File: src/rtl/self_test_pkg.sv
// Shared status codes and FSM encoding for the on-chip self-test monitor.
package self_test_pkg;

  localparam logic [2:0] ST_IDLE          = 3'd0;
  localparam logic [2:0] ST_RUNNING       = 3'd1;
  localparam logic [2:0] ST_PASS          = 3'd2;
  localparam logic [2:0] ST_FAIL_MISMATCH = 3'd3;
  localparam logic [2:0] ST_FAIL_TIMEOUT  = 3'd4;
  localparam logic [2:0] ST_FAIL_OVER     = 3'd5;
  localparam logic [2:0] ST_FAIL_UNDER    = 3'd6;

  typedef enum logic [2:0] {
    S_IDLE   = 3'd0,
    S_LAUNCH = 3'd1,
    S_RUN    = 3'd2,
    S_CHECK  = 3'd3,
    S_DONE   = 3'd4
  } state_e;

endpackage

File: src/rtl/st_popcount.sv
// Combinational population count of an N-bit vector.
module st_popcount #(
  parameter  int N = 4,
  localparam int W = $clog2(N + 1)
) (
  input  logic [N-1:0] bits_i,
  output logic [W-1:0] count_o
);

  always_comb begin
    count_o = '0;
    for (int i = 0; i < N; i++) begin
      count_o = count_o + W'(bits_i[i]);
    end
  end

endmodule

File: src/rtl/self_test_monitor.sv
// Self-test controller: launches NUM_RUNS DUT runs, counts result beats per run,
// tracks run length statistics and reports a verdict code.
module self_test_monitor
  import self_test_pkg::*;
#(
  parameter int NUM_CH      = 4,
  parameter int CNT_W       = 32,
  parameter int EXP_RESULTS = 1024,
  parameter int TIMEOUT     = 1000000,
  parameter int NUM_RUNS    = 1
) (
  input  logic              clk,
  input  logic              reset,
  input  logic              i_start,
  output logic              o_dut_start,
  input  logic [NUM_CH-1:0] i_result_valid,
  input  logic [NUM_CH-1:0] i_result_pass,
  input  logic              i_dut_done,
  output logic [2:0]        o_test_status,
  output logic [CNT_W-1:0]  o_result_count,
  output logic [CNT_W-1:0]  o_perf_counter,
  output logic [CNT_W-1:0]  o_perf_max,
  output logic [7:0]        o_run_index,
  output logic              o_test_done
);

  localparam int               PW        = $clog2(NUM_CH + 1);
  localparam logic [CNT_W:0]   EXP_X     = (CNT_W + 1)'(EXP_RESULTS);
  localparam logic [CNT_W-1:0] TO_LAST   = CNT_W'(TIMEOUT - 1);
  localparam logic [7:0]       RUNS_LAST = 8'(NUM_RUNS - 1);

  function automatic logic [CNT_W-1:0] sat_add(input logic [CNT_W-1:0] a,
                                               input logic [CNT_W-1:0] b);
    logic [CNT_W:0] s;
    s = {1'b0, a} + {1'b0, b};
    return s[CNT_W] ? {CNT_W{1'b1}} : s[CNT_W-1:0];
  endfunction

  state_e           state_q, state_d;
  logic [2:0]       status_q, status_d;
  logic [CNT_W-1:0] count_q, count_d;
  logic [CNT_W-1:0] run_cyc_q, run_cyc_d;
  logic [CNT_W-1:0] perf_q, perf_d;
  logic [CNT_W-1:0] max_q, max_d;
  logic [7:0]       idx_q, idx_d;
  logic             mism_q, mism_d;
  logic             to_q, to_d;
  logic             over_q, over_d;

  logic [PW-1:0]    pop;
  logic [CNT_W:0]   beat_sum;
  logic             over_now;
  logic             to_now;

  st_popcount #(.N(NUM_CH)) u_popcount (
    .bits_i  (i_result_valid),
    .count_o (pop)
  );

  // Overcount is judged on the unsaturated sum so a wrapped counter cannot hide it.
  assign beat_sum = {1'b0, count_q} + (CNT_W + 1)'(pop);
  assign over_now = (beat_sum > EXP_X);
  assign to_now   = (run_cyc_q == TO_LAST);

  always_ff @(posedge clk or posedge reset) begin
    if (reset) begin
      state_q   <= S_IDLE;
      status_q  <= ST_IDLE;
      count_q   <= '0;
      run_cyc_q <= '0;
      perf_q    <= '0;
      max_q     <= '0;
      idx_q     <= '0;
      mism_q    <= 1'b0;
      to_q      <= 1'b0;
      over_q    <= 1'b0;
    end else begin
      state_q   <= state_d;
      status_q  <= status_d;
      count_q   <= count_d;
      run_cyc_q <= run_cyc_d;
      perf_q    <= perf_d;
      max_q     <= max_d;
      idx_q     <= idx_d;
      mism_q    <= mism_d;
      to_q      <= to_d;
      over_q    <= over_d;
    end
  end

  always_comb begin
    state_d     = state_q;
    status_d    = status_q;
    count_d     = count_q;
    run_cyc_d   = run_cyc_q;
    perf_d      = perf_q;
    max_d       = max_q;
    idx_d       = idx_q;
    mism_d      = mism_q;
    to_d        = to_q;
    over_d      = over_q;
    o_dut_start = 1'b0;

    unique case (state_q)
      S_IDLE, S_DONE: begin
        if (i_start) begin
          state_d   = S_LAUNCH;
          status_d  = ST_RUNNING;
          count_d   = '0;
          run_cyc_d = '0;
          perf_d    = '0;
          max_d     = '0;
          idx_d     = '0;
        end
      end
      S_LAUNCH: begin
        o_dut_start = 1'b1;
        run_cyc_d   = '0;
        count_d     = '0;
        mism_d      = 1'b0;
        to_d        = 1'b0;
        over_d      = 1'b0;
        state_d     = S_RUN;
      end
      S_RUN: begin
        run_cyc_d = sat_add(run_cyc_q, CNT_W'(1));
        count_d   = beat_sum[CNT_W] ? {CNT_W{1'b1}} : beat_sum[CNT_W-1:0];
        if (|(i_result_valid & ~i_result_pass)) mism_d = 1'b1;
        if (to_now)   to_d   = 1'b1;
        if (over_now) over_d = 1'b1;
        if (i_dut_done || to_now || over_now) state_d = S_CHECK;
      end
      S_CHECK: begin
        perf_d  = sat_add(perf_q, run_cyc_q);
        if (run_cyc_q > max_q) max_d = run_cyc_q;
        idx_d   = idx_q + 8'd1;
        state_d = S_DONE;
        if (to_q)                         status_d = ST_FAIL_TIMEOUT;
        else if (over_q)                  status_d = ST_FAIL_OVER;
        else if (mism_q)                  status_d = ST_FAIL_MISMATCH;
        else if ({1'b0, count_q} < EXP_X) status_d = ST_FAIL_UNDER;
        else if (idx_q == RUNS_LAST)      status_d = ST_PASS;
        else                              state_d  = S_LAUNCH;
      end
      default: state_d = S_IDLE;
    endcase
  end

  assign o_test_status  = status_q;
  assign o_result_count = count_q;
  assign o_perf_counter = perf_q;
  assign o_perf_max     = max_q;
  assign o_run_index    = idx_q;
  assign o_test_done    = (state_q == S_DONE);

endmodule

File: config.mk
export PLATFORM = sky130hd
export DESIGN_NAME = self_test_monitor
export DESIGN_NICKNAME = d
export VERILOG_FILES = /design/src/rtl/self_test_pkg.sv /design/src/rtl/st_popcount.sv /design/src/rtl/self_test_monitor.sv
export SDC_FILE = /design/constraint.sdc
export NUM_CORES = 1
export LEC_CHECK = 0
export CAP_MARGIN = 20
export CORE_ASPECT_RATIO = 0.9
export CORE_UTILIZATION = 50
export DETAILED_ROUTE_END_ITERATION = 10
export PLACE_DENSITY = 0.82
export REMOVE_ABC_BUFFERS = 1
export SETUP_SLACK_MARGIN = 0.15
export SLEW_MARGIN = 15
export SYNTH_ARGS = -nofsm -noshare
export SYNTH_HDL_FRONTEND = slang
export SYNTH_SLANG_ARGS = --single-unit
File: constraint.sdc
create_clock -name clk -period 4.8 [get_ports clk]
set_input_delay 0.96 -clock clk [delete_from_list [all_inputs] [get_ports clk]]
set_output_delay 0.96 -clock clk [all_outputs]
set_load 0.05 [all_outputs]
# Yosys cells after proc, flatten, opt, wreduce, memory -nomap -nowiden

Cells that the tools add are included.

Register bits after elaboration: 145
Input port bits: 12
Output and inout port bits: 109
Word-level logic and storage cells: 83

$add $sub $neg: 7
Magnitude comparators: 3
Equal/unequal tests: 12
Muxes and demuxes: 32
Bitwise operators: 2
Reduce and logical (&&, ||, !) cells: 17

Operators by type and width:

| kind                  | count |
|---|---|
| $pmux 32 s3           | 2 |
| $mux 32               | 5 |
| $pmux 32 s2           | 2 |
| $mux 3                | 12 |
| $add 32x1->33 const B | 1 |
| $add 32x3->33         | 1 |
| $add 32x32->33        | 1 |
| $gt 33x11->1 const B  | 1 |
| $eq 32x20->1 const B  | 1 |
| $gt 32x32->1          | 1 |
| $lt 32x11->1 const B  | 1 |
| $pmux 8 s2            | 1 |
| $ne 2x2->1 const B    | 6 |
| $pmux 3 s4            | 1 |
| $reduce_and 2->1      | 6 |
| $add 8x1->8 const B   | 1 |
| $logic_not 8->1       | 1 |
| $mux 8                | 1 |
| $add 3x1->3           | 2 |
| $eq 3x2->1 const B    | 2 |
| $ne 6x6->1 const B    | 1 |
| $pmux 1 s2            | 3 |
| $pmux 3 s2            | 1 |
| $reduce_and 3->1      | 2 |
| 12 further kinds      | 17 |

# Depth between registers and ports, before layout

Gate-level depths: netlist (run 1).

Word-level depth: 8
Gate-level depth with buffers: 16
Depth with buffers taken out: 15

# Hierarchy

A second synthesis (run 1) with hierarchy kept.

Cell total of the unflattened synthesis: 1,275
Area total of the unflattened synthesis: 10,376.2 um^2

Modules (own cells, without submodules):

| module            | instances | cells each | area each (um^2) |
|---|---|---|---|
| self_test_monitor | 1         | 1,267      | 10,312.4 |
| st_popcount       | 1         | 8          | 63.8 |

# Worst setup path after synthesis (run 1)

OpenSTA, ideal clock, no wires.

Path kind: in2reg
Start point: input i_result_valid[0]
End point: register state_q[0]
Setup time: 0.127 ns
Data arrival time: 4.020 ns
Path slack: 0.653 ns
Stages on the path: 16
Path buffers: 1
Cell sequence: ha_1 > inv_1 > fa_1 > inv_1 > ha_1 > inv_1 > fa_1 > nor2b_1 > o21ai_0 > clkbuf_1 > or4b_1 > nor3_1 > o2111ai_1 > nor4_1 > o2111a_1 > a21oi_1

Cells in the longest elaborated chain, start to end: 8

RTL lines:

| what                       | line                     | RTL |
|---|---|---|
| from (decl)                | self_test_monitor.sv:16  | `input logic [NUM_CH-1:0] i_result_valid,` |
| $add 1x1->2                | st_popcount.sv:13        | `count_o = count_o + W'(bits_i[i]);` |
| $add 3x1->3 (2 in a row)   | st_popcount.sv:13        |  |
| $add 32x3->33              | self_test_monitor.sv:61  | `assign beat_sum = {1'b0, count_q} + (CNT_W + 1)'(pop);` |
| $gt 33x11->1               | self_test_monitor.sv:62  | `assign over_now = (beat_sum > EXP_X);` |
| $logic_or 1x1->1           | self_test_monitor.sv:131 | `if (i_dut_done \|\| to_now \|\| over_now) state_d = S_CHECK;` |
| $ne 2x2->1 (no line)       | -                        |  |
| $reduce_and 2->1 (no line) | -                        |  |
| to (signal assigned)       | self_test_monitor.sv:78  | `state_q <= state_d;` |
| to (decl)                  | self_test_monitor.sv:39  | `state_e state_q, state_d;` |

Every way passes these cells.
A chain may end at the register's enable or synchronous reset.

# Worst setup path after layout (run 1)

Start point: input i_result_valid[0]
End point: register over_q

Cells in the longest elaborated chain, start to end: 7

RTL lines:

| what                       | line                    | RTL |
|---|---|---|
| $add 1x1->2                | st_popcount.sv:13       |  |
| $add 3x1->3 (2 in a row)   | st_popcount.sv:13       |  |
| $add 32x3->33              | self_test_monitor.sv:61 |  |
| $gt 33x11->1               | self_test_monitor.sv:62 |  |
| $ne 2x2->1 (no line)       | -                       |  |
| $reduce_and 2->1 (no line) | -                       |  |
| to (signal assigned)       | self_test_monitor.sv:87 | `over_q <= over_d;` |
| to (decl)                  | self_test_monitor.sv:48 | `logic over_q, over_d;` |

Every way passes these cells.

==> Implementation_results.wiki, run 1 <==
{| class="wikitable"
! Metric !! Value
|-
| Result of the run || completed
|-
| Wirelength per Cell || 18.69 um
|-
| Most Frequent Cell on Critical Path || sky130_fd_sc_hd__inv_1
|-
| Layout fillers || 1695
|-
| Syn Std Cell Area || 0.01027 sq mm
|-
| Final Power || 4.971 mW
|-
| Core outline area || 0.02005 sq mm
|-
| Total wirelength of the detailed-routed design || 30.69 mm
|-
| Worst reg-to-reg setup slack || 1010 ps
|-
| Number of buffers between clock root and the deepest sink || 2
|-
| Count of routing violations after the opening detailed-route iteration || 859
|-
| Critical path's largest stage delay || 600 ps
|-
| Setup total negative slack || 0 ps
|-
| Total of hold buffers inserted after clock tree synthesis || 0
|-
| Chip Width || 153.1 um
|-
| Worst Path Required || 5100 ps
|-
| H-tree depth || 4
|-
| Minimum setup slack after placement || -85.38 ps
|-
| Chain of cells forming the critical path || clkdlybuf4s50_1, ha_1, inv_1, fa_1, inv_1, ha_1, inv_1, fa_1, nor2b_1, o21ai_0, or4b_1, nor3_1, o2111ai_1, nor4_1, o2111a_1, o21ai_1
|-
| Drt drc || 0
|-
| I/O pin count || 121
|-
| RD Place Congestion || 0.9393
|-
| Number of buffers inserted by port buffering || 120
|-
| R2R depth || 11
|-
| Mean Syn Cell Area || 8.122 sq um
|-
| Layout Cells excl Fill || 1642
|-
| Unrepaired setup endpoints after global routing || no
|-
| Switching power as a share of total power || 41.75%
|-
| Post-synth top flop || sky130_fd_sc_hd__dfrtp_1
|-
| Power density cells || 397.6 mW/mm^2
|-
| Cell Count Post-Placement || 1609
|-
| Maximum number of pins on one net before global-route repair || 99
|-
| Register area share after synthesis || 35.31%
|-
| Fraction of final layout cells with drive strength greater than 1 || 6.200%
|-
| Via Count || 10105
|-
| Antenna Diode Count || 0
|-
| Via density per instance || 6.154
|-
| Global Route Usage Sum || 29.58%
|-
| Number of enable flip-flop cells after synthesis || 0
|-
| Post-synthesis to final-layout area growth || 21.69%
|-
| CTS-repair resized insts || 0
|-
| Flops & latches, synth || 145
|-
| Hold crit path type || register to register
|-
| Die outline area || 0.02113 sq mm
|-
| Logic pwr share || 41.4%
|-
| Post-layout minimum cycle time || 4462 ps
|-
| TritonCTS clock tree || done
|-
| GRT Residual Overflow || 0
|-
| # clock sinks || 145
|-
| R2R Path End || o_perf_counter[16]$_DFFE_PP0P_
|-
| Number of iterations in the first detailed-routing pass || 6
|-
| Worst slew margin || 35.55%
|-
| Total half-perimeter wirelength after legalization and detailed placement || 21.80 mm
|-
| Worst EP arrival || 4760 ps
|-
| Number of hold violations in the final report || 0
|-
| Maximum Capacitance Violations || 0
|-
| Number of buffers inserted by post-CTS setup repair || 0
|-
| CTS Root Cell || sky130_fd_sc_hd__clkbuf_16
|-
| Final setup violating endpoints || 0
|-
| Fin Clk Skew || 12.74 ps
|-
| Synth Warn # || 0
|-
| Startpoint-to-endpoint class of the critical path || input pin to register
|-
| Sequential cell fraction of total power || 29.7%
|-
| Worst Max-Slew Pin Slew || 963.2 ps
|-
| Highest clock rate || 224.1 MHz
|-
| Antenna violations before repair || 0
|-
| Height of the die || 138.0 um
|-
| Static leakage || 5.377 nW
|-
| Internal power component || 2.896 mW
|-
| Cell variety after synth || 66
|-
| Type of element launching the critical path || input pin
|-
| Highest-delay cell along the critical path || sky130_fd_sc_hd__or4b_1
|-
| Util after Layout || 62.37%
|-
| Switching power summed over all nets || 2.076 mW
|-
| Row count || 49
|-
| First-pass GRT wire length || 49.05 mm
|-
| Setup slack of the critical path after layout || 337.8 ps
|-
| Starting utilization of the core area || 51.25%
|-
| Worst-path clk slew || 60 ps
|-
| Critical path endpoint || over_q$_DFFE_PP0P_
|-
| Async SR Flop Fraction || 100.0%
|-
| Number of global-route vias before repair || 9196
|-
| Maximum net fanout on the critical path || 4
|-
| Inserted Clock Buffers || 17
|-
| Detail Route Antenna Nets || 0
|-
| Startpoint of the lowest-slack register-to-register path || run_cyc_q[0]$_DFFE_PP0P_
|-
| Number of pins with negative max-slew slack in the final report || 0
|-
| Beginning of the critical path || i_result_valid[0]
|-
| Final clock period utilization by the worst path || 92.96%
|-
| Final nets || 1461
|-
| Instance count of the mapped netlist || 1265
|-
| Source-to-sink clock delay at the later pin of the worst-skew pair || 450 ps
|-
| Fraction of power consumed by the clock network || 28.9%
|-
| Max IR drop VDD || 0.2513 mV
|-
| Sequential Area || 0.003628 sq mm
|-
| Area taken by multi-input logic gates || 0.006083 sq mm
|-
| Critical Path End Type || register
|}
-- registers in the layout (all words and copies together) (netlist names) --
signal	cells
mism_q	1
o_perf_counter	32
o_perf_max	32
o_result_count	32
o_run_index	8
o_test_status	3
over_q	1
run_cyc_q	32
state_q	3
to_q	1
-- power groups by stage --
| stage | Combinational [mW] | Sequential (mW) | Clock, mW |
|---|---|---|---|
| after floorplan | 1.02 | 1.79 | 0 |
| after global placement | 1.95 | 1.50 | 0 |
| after detailed placement | 1.99 | 1.50 | 0 |
| after CTS | 2.00 | 1.48 | 1.45 |
| after global routing | 2.22 | 1.50 | 1.50 |
| final | 2.06 | 1.48 | 1.44 |
-- area by class of cell --
| cell class | count | area share (%) |
|---|---|---|
| inverters | 98 | 2.982 |
| multi-input cells | 962 | 48.65 |
| clock buffers | 19 | 3.542 |
| flip-flops and latches | 145 | 29.02 |
| well taps | 255 | 2.552 |
| repair buffers | 150 | 11.77 |
| clock inverters | 13 | 1.481 |
-- layout by cell type, fill, tap and decap left out, drive strengths merged, types with 9 or more instances in the layout --
| cell type | synthesis | final |
|---|---|---|
| nand2 | 160 | 160 |
| ha | 72 | 72 |
| nand4 | 18 | 18 |
| nor3 | 28 | 28 |
| or3 | 9 | 9 |
| nor2 | 61 | 61 |
| dfrtp | 145 | 145 |
| mux2i | 38 | 38 |
| xnor2 | 28 | 28 |
| nor4 | 24 | 24 |
| nor2b | 9 | 9 |
| nand3 | 45 | 45 |
| a31oi | 36 | 36 |
| a211oi | 11 | 11 |
| clkdlybuf4s50 | 0 | 120 |
| a21o | 25 | 25 |
| nand2b | 12 | 12 |
| o21ai | 153 | 153 |
| and3 | 13 | 13 |
| buf | 8 | 30 |
| a21oi | 106 | 106 |
| clkbuf | 52 | 19 |
| a22o | 10 | 10 |
| inv | 98 | 99 |
-- metrics by stage --
step | hold WS (ps) | area, sq um
after floorplan | 497.1 | 10040
after global placement | 474.0 | 11840
after detailed placement | 471.7 | 11840
after CTS | 485.3 | 12470
after global routing | 504.1 | 12500
final | 476.9 | 12500
-- worst min path at each step --
| stage | from | end | slack [ps] | depth (start not counted) |
|---|---|---|---|---|
| floorplan | to_q$_DFFE_PP0P_ | o_test_status[1]$_DFFE_PP0P_ | 500 | 1 |
| global placement | o_test_status[0]$_DFFE_PP0P_ | o_test_status[0]$_DFFE_PP0P_ | 470 | 2 |
| detailed placement | o_test_status[0]$_DFFE_PP0P_ | o_test_status[0]$_DFFE_PP0P_ | 470 | 2 |
| CTS | o_test_status[0]$_DFFE_PP0P_ | o_test_status[0]$_DFFE_PP0P_ | 490 | 2 |
| global route | o_test_status[0]$_DFFE_PP0P_ | o_test_status[0]$_DFFE_PP0P_ | 500 | 2 |
| finish | o_test_status[0]$_DFFE_PP0P_ | o_test_status[0]$_DFFE_PP0P_ | 480 | 2 |
-- metal layers --
metal  wire length [um]  global-route usage [%]
met5                  0                       0
met1              14150                   43.50
met2              13410                   44.34
met4                428                   8.418
met3               2700                   5.344
-- synthesized netlist by cell type, types with 13 or more instances --
master / number / area (sq um)
sky130_fd_sc_hd__nand4_1: 17 / 106.4
sky130_fd_sc_hd__nor2_1: 61 / 229.0
sky130_fd_sc_hd__dfrtp_1: 145 / 3628
sky130_fd_sc_hd__xnor2_1: 28 / 245.2
sky130_fd_sc_hd__a21oi_1: 106 / 530.5
sky130_fd_sc_hd__a21o_1: 25 / 187.7
sky130_fd_sc_hd__inv_1: 98 / 367.9
sky130_fd_sc_hd__nand2_1: 160 / 600.6
sky130_fd_sc_hd__nand3_1: 45 / 225.2
sky130_fd_sc_hd__ha_1: 72 / 900.9
sky130_fd_sc_hd__and3_1: 13 / 81.33
sky130_fd_sc_hd__o21ai_0: 152 / 760.7
sky130_fd_sc_hd__nor4_1: 23 / 143.9
sky130_fd_sc_hd__mux2i_1: 38 / 380.4
sky130_fd_sc_hd__a31oi_1: 36 / 225.2
sky130_fd_sc_hd__nor3_1: 25 / 125.1
sky130_fd_sc_hd__clkbuf_1: 51 / 191.4
-- worst max-delay path: cells and delay by family --
kind                     cells  cell delay (ps)
AO/OA/AOI/OAI                4              710
buffers and inverters        4              620
AND/OR/NAND/NOR              4             1190
adder cells (fa/ha/maj)      4             1280
-- logic make-up after synthesis --
group	synth area share, %
flops	35.31
buf+inv	5.869
mux	3.811
simple gates	19.34
xor+xnor	3.069
fa+ha+maj	9.352
compound gates	23.25
(Power assumes the default switching activity.)
==> run 2: changes to the inputs <==
--- a/config.mk
+++ b/config.mk
@@ -5,7 +5,7 @@
 export SDC_FILE = /design/constraint.sdc
 export NUM_CORES = 1
 export LEC_CHECK = 0
-export CAP_MARGIN = 20
+export ABC_CLOCK_PERIOD_IN_PS = 4100
 export CORE_ASPECT_RATIO = 0.9
 export CORE_UTILIZATION = 50
 export DETAILED_ROUTE_END_ITERATION = 10
==> constraint.sdc (replaced) <==
create_clock -name clk -period 4.1 [get_ports clk]
set_input_delay 0.82 -clock clk [delete_from_list [all_inputs] [get_ports clk]]
set_output_delay 0.82 -clock clk [all_outputs]
set_load 0.05 [all_outputs]
==> Implementation_results.wiki, run 2 (synthesis results as in run 1) <==
{| class="wikitable"
! Metric !! Value
|-
| Result of the run || completed (unchanged)
|-
| Post-synthesis to final-layout area growth || 24.17% (was 21.69%)
|-
| Layout Cells excl Fill || 1661 (was 1642)
|-
| Static leakage || 5.515 nW (was 5.377 nW)
|-
| Sequential Area || 0.003628 sq mm (unchanged)
|-
| Util after Layout || 63.64% (was 62.37%)
|-
| Type of element launching the critical path || input pin (unchanged)
|-
| Logic pwr share || 40.1% (was 41.4%)
|-
| Global routing usage on met2 || 46.93% (was 44.34%)
|-
| Area taken by multi-input logic gates || 0.006161 sq mm (was 0.006083 sq mm)
|-
| Worst Max-Slew Pin Slew || 826.8 ps (was 963.2 ps)
|-
| Maximum net fanout on the critical path || 6 (was 4)
|-
| Detail Route Antenna Nets || 0 (unchanged)
|-
| Most heavily used metal layer in global routing || met2 (unchanged)
|-
| Highest clock rate || 260.1 MHz
|-
| Post-layout minimum cycle time || 3845 ps
|-
| Fin Clk Skew || 14.00 ps (was 12.74 ps)
|-
| GRT Residual Overflow || 0 (unchanged)
|-
| Total wirelength of the detailed-routed design || 31.48 mm (was 30.69 mm)
|-
| Worst slew margin || 44.88% (was 35.55%)
|-
| Number of iterations in the first detailed-routing pass || 5 (was 6)
|-
| Source-to-sink clock delay at the later pin of the worst-skew pair || 430 ps (was 450 ps)
|-
| Unrepaired setup endpoints after global routing || no (unchanged)
|-
| Drt drc || 0 (unchanged)
|-
| Power density cells || 466.6 mW/mm^2 (was 397.6 mW/mm^2)
|-
| R2R Path End || o_perf_counter[16]$_DFFE_PP0P_ (unchanged)
|-
| Internal power component || 3.512 mW (was 2.896 mW)
|-
| Beginning of the critical path || i_result_valid[1] (was i_result_valid[0])
|-
| Max IR drop VDD || 0.4820 mV (was 0.2513 mV)
|-
| Starting utilization of the core area || 51.25% (unchanged)
|-
| Worst Path Required || 4410 ps (was 5100 ps)
|-
| Cell Count Post-Placement || 1627 (was 1609)
|-
| Post-route design area || 0.01276 sq mm (was 0.01250 sq mm)
|-
| # clock sinks || 145 (unchanged)
|-
| Wirelength per Cell || 18.95 um (was 18.69 um)
|-
| CTS Root Cell || sky130_fd_sc_hd__clkbuf_16 (unchanged)
|-
| Antenna Diode Count || 0 (unchanged)
|-
| Antenna violations before repair || 0 (unchanged)
|-
| Final hold slack || 484.1 ps (was 476.9 ps)
|-
| Via density per instance || 6.196 (was 6.154)
|-
| Row count || 49 (unchanged)
|-
| Layout fillers || 1629 (was 1695)
|-
| Worst EP arrival || 4150 ps (was 4760 ps)
|-
| Cell Area, Placed || 0.01197 sq mm (was 0.01184 sq mm)
|-
| Fraction of final layout cells with drive strength greater than 1 || 8.535% (was 6.200%)
|-
| Switching power as a share of total power || 41.00% (was 41.75%)
|-
| Number of global-route vias before repair || 9459 (was 9196)
|-
| Critical Path End Type || register (unchanged)
|-
| Startpoint-to-endpoint class of the critical path || input pin to register (unchanged)
|-
| Final nets || 1480 (was 1461)
|-
| TritonCTS clock tree || done (unchanged)
|-
| Worst reg-to-reg setup slack || 740 ps (was 1010 ps)
|-
| Core outline area || 0.02005 sq mm (unchanged)
|-
| Die outline area || 0.02113 sq mm (unchanged)
|-
| Startpoint of the lowest-slack register-to-register path || run_cyc_q[0]$_DFFE_PP0P_ (unchanged)
|-
| Most common cell after layout, fill and taps aside || sky130_fd_sc_hd__nand2_1 (unchanged)
|-
| Critical path endpoint || over_q$_DFFE_PP0P_ (unchanged)
|-
| Final clock period utilization by the worst path || 93.77%
|-
| Number of hold violations in the final report || 0 (unchanged)
|-
| Number of buffers between clock root and the deepest sink || 2 (unchanged)
|-
| I/O pin count || 121 (unchanged)
|-
| Switching power summed over all nets || 2.441 mW (was 2.076 mW)
|-
| Count of routing violations after the opening detailed-route iteration || 935 (was 859)
|-
| Total of hold buffers inserted after clock tree synthesis || 0 (unchanged)
|-
| Number of buffers inserted by port buffering || 120 (unchanged)
|-
| R2R depth || 12 (was 11)
|-
| Global Route Usage Sum || 29.85% (was 29.58%)
|-
| Final setup violating endpoints || 0 (unchanged)
|-
| Global Route met1 Usage || 42.20% (was 43.50%)
|-
| Height of the die || 138.0 um (unchanged)
|-
| Via Count || 10292 (was 10105)
|-
| Worst-path clk slew || 60 ps (about the same)
|-
| Highest-count cells in the layout ignoring fill and taps || sky130_fd_sc_hd__nand2_1, sky130_fd_sc_hd__o21ai_0, sky130_fd_sc_hd__dfrtp_1 (unchanged)
|-
| Routing usage on met3 || 5.844% (was 5.344%)
|-
| Inserted Clock Buffers || 17 (unchanged)
|-
| First-pass GRT wire length || 49.99 mm (was 49.05 mm)
|-
| Hold crit path type || register to register (unchanged)
|-
| Maximum number of pins on one net before global-route repair || 88 (was 99)
|-
| H-tree depth || 4 (unchanged)
|-
| Maximum Capacitance Violations || 0 (unchanged)
|-
| Total half-perimeter wirelength after legalization and detailed placement || 22.06 mm (was 21.80 mm)
|-
| Number of pins with negative max-slew slack in the final report || 0 (unchanged)
|-
| Fraction of power consumed by the clock network || 30.7% (was 28.9%)
|-
| Chip Width || 153.1 um (unchanged)
|-
| RD Place Congestion || 0.9375 (was 0.9393)
|-
| Sequential cell fraction of total power || 29.1% (was 29.7%)
|}
## run 2: worst max-delay path, cell delays in order
cell and delay, ps:
sky130_fd_sc_hd__clkdlybuf4s15_1 180, sky130_fd_sc_hd__ha_1 290, sky130_fd_sc_hd__inv_1 70, sky130_fd_sc_hd__fa_1 420
sky130_fd_sc_hd__inv_1 80, sky130_fd_sc_hd__ha_2 190, sky130_fd_sc_hd__inv_2 40, sky130_fd_sc_hd__fa_2 390
sky130_fd_sc_hd__nor2b_4 140, sky130_fd_sc_hd__o21ai_2 110, sky130_fd_sc_hd__buf_4 190, sky130_fd_sc_hd__or2_2 290
sky130_fd_sc_hd__a21o_1 210, sky130_fd_sc_hd__o31ai_2 340, sky130_fd_sc_hd__o2111a_1 300, sky130_fd_sc_hd__o21ai_1 80
## run 2: layout make-up
class | instances | share of cell area, %
multi-input combinational | 962 | 48.29
sequential | 145 | 28.44
timing repair buffer | 169 | 12.48
clock buffer | 20 | 3.579
inverter | 98 | 2.922
tap | 255 | 2.501
clock inverter | 12 | 1.785
## run 2: worst min-delay path by stage
| stage | from | cells after the start | slack, ps | endpoint |
|---|---|---|---|---|
| finish | o_test_status[0]$_DFFE_PP0P_ | 2 | 480 | o_test_status[0]$_DFFE_PP0P_ |
| global route | o_run_index[7]$_DFFE_PP0P_ | 1 | 530 | o_run_index[7]$_DFFE_PP0P_ |
| CTS | o_test_status[0]$_DFFE_PP0P_ | 2 | 490 | o_test_status[0]$_DFFE_PP0P_ |
| detailed placement | o_test_status[0]$_DFFE_PP0P_ | 2 | 480 | o_test_status[0]$_DFFE_PP0P_ |
| global placement | o_test_status[0]$_DFFE_PP0P_ | 2 | 480 | o_test_status[0]$_DFFE_PP0P_ |
| floorplan | to_q$_DFFE_PP0P_ | 1 | 500 | o_test_status[1]$_DFFE_PP0P_ |
## run 2: layer usage
metal	wire length [um]	up-vias
met4	494	0
li1	-	4818
met1	13990	4933
met2	14100	488
met3	2902	53
met5	0	-
## run 2: metrics by stage
stage | TNS, ps | worst slack [ps] | total power [mW]
after floorplan | -104680 | -614.6 | 3.291
after global placement | -12400 | -567.9 | 4.029
after detailed placement | -14470 | -658.5 | 4.082
after CTS | 0 | 164.1 | 5.926
after global routing | 0 | 138.1 | 6.226
final | 0 | 255.3 | 5.953
## run 2: power by group through the flow
stage / combinational [mW] / clock, mW / sequential [mW]
floorplan: 1.19 / 0 / 2.10
global placement: 2.28 / 0 / 1.75
detailed placement: 2.33 / 0 / 1.75
CTS: 2.36 / 1.84 / 1.73
global route: 2.57 / 1.90 / 1.75
finish: 2.39 / 1.83 / 1.73
## run 2: what timing repair did
| item | 4_1_cts | 5_1_grt |
|---|---|---|
| pin swaps | 11 | 3 |
| gates cloned | 0 | 0 |
| resized for setup | 16 | 11 |
| setup buffers | 2 | 0 |
| setup endpoints to repair | 32 | 6 |
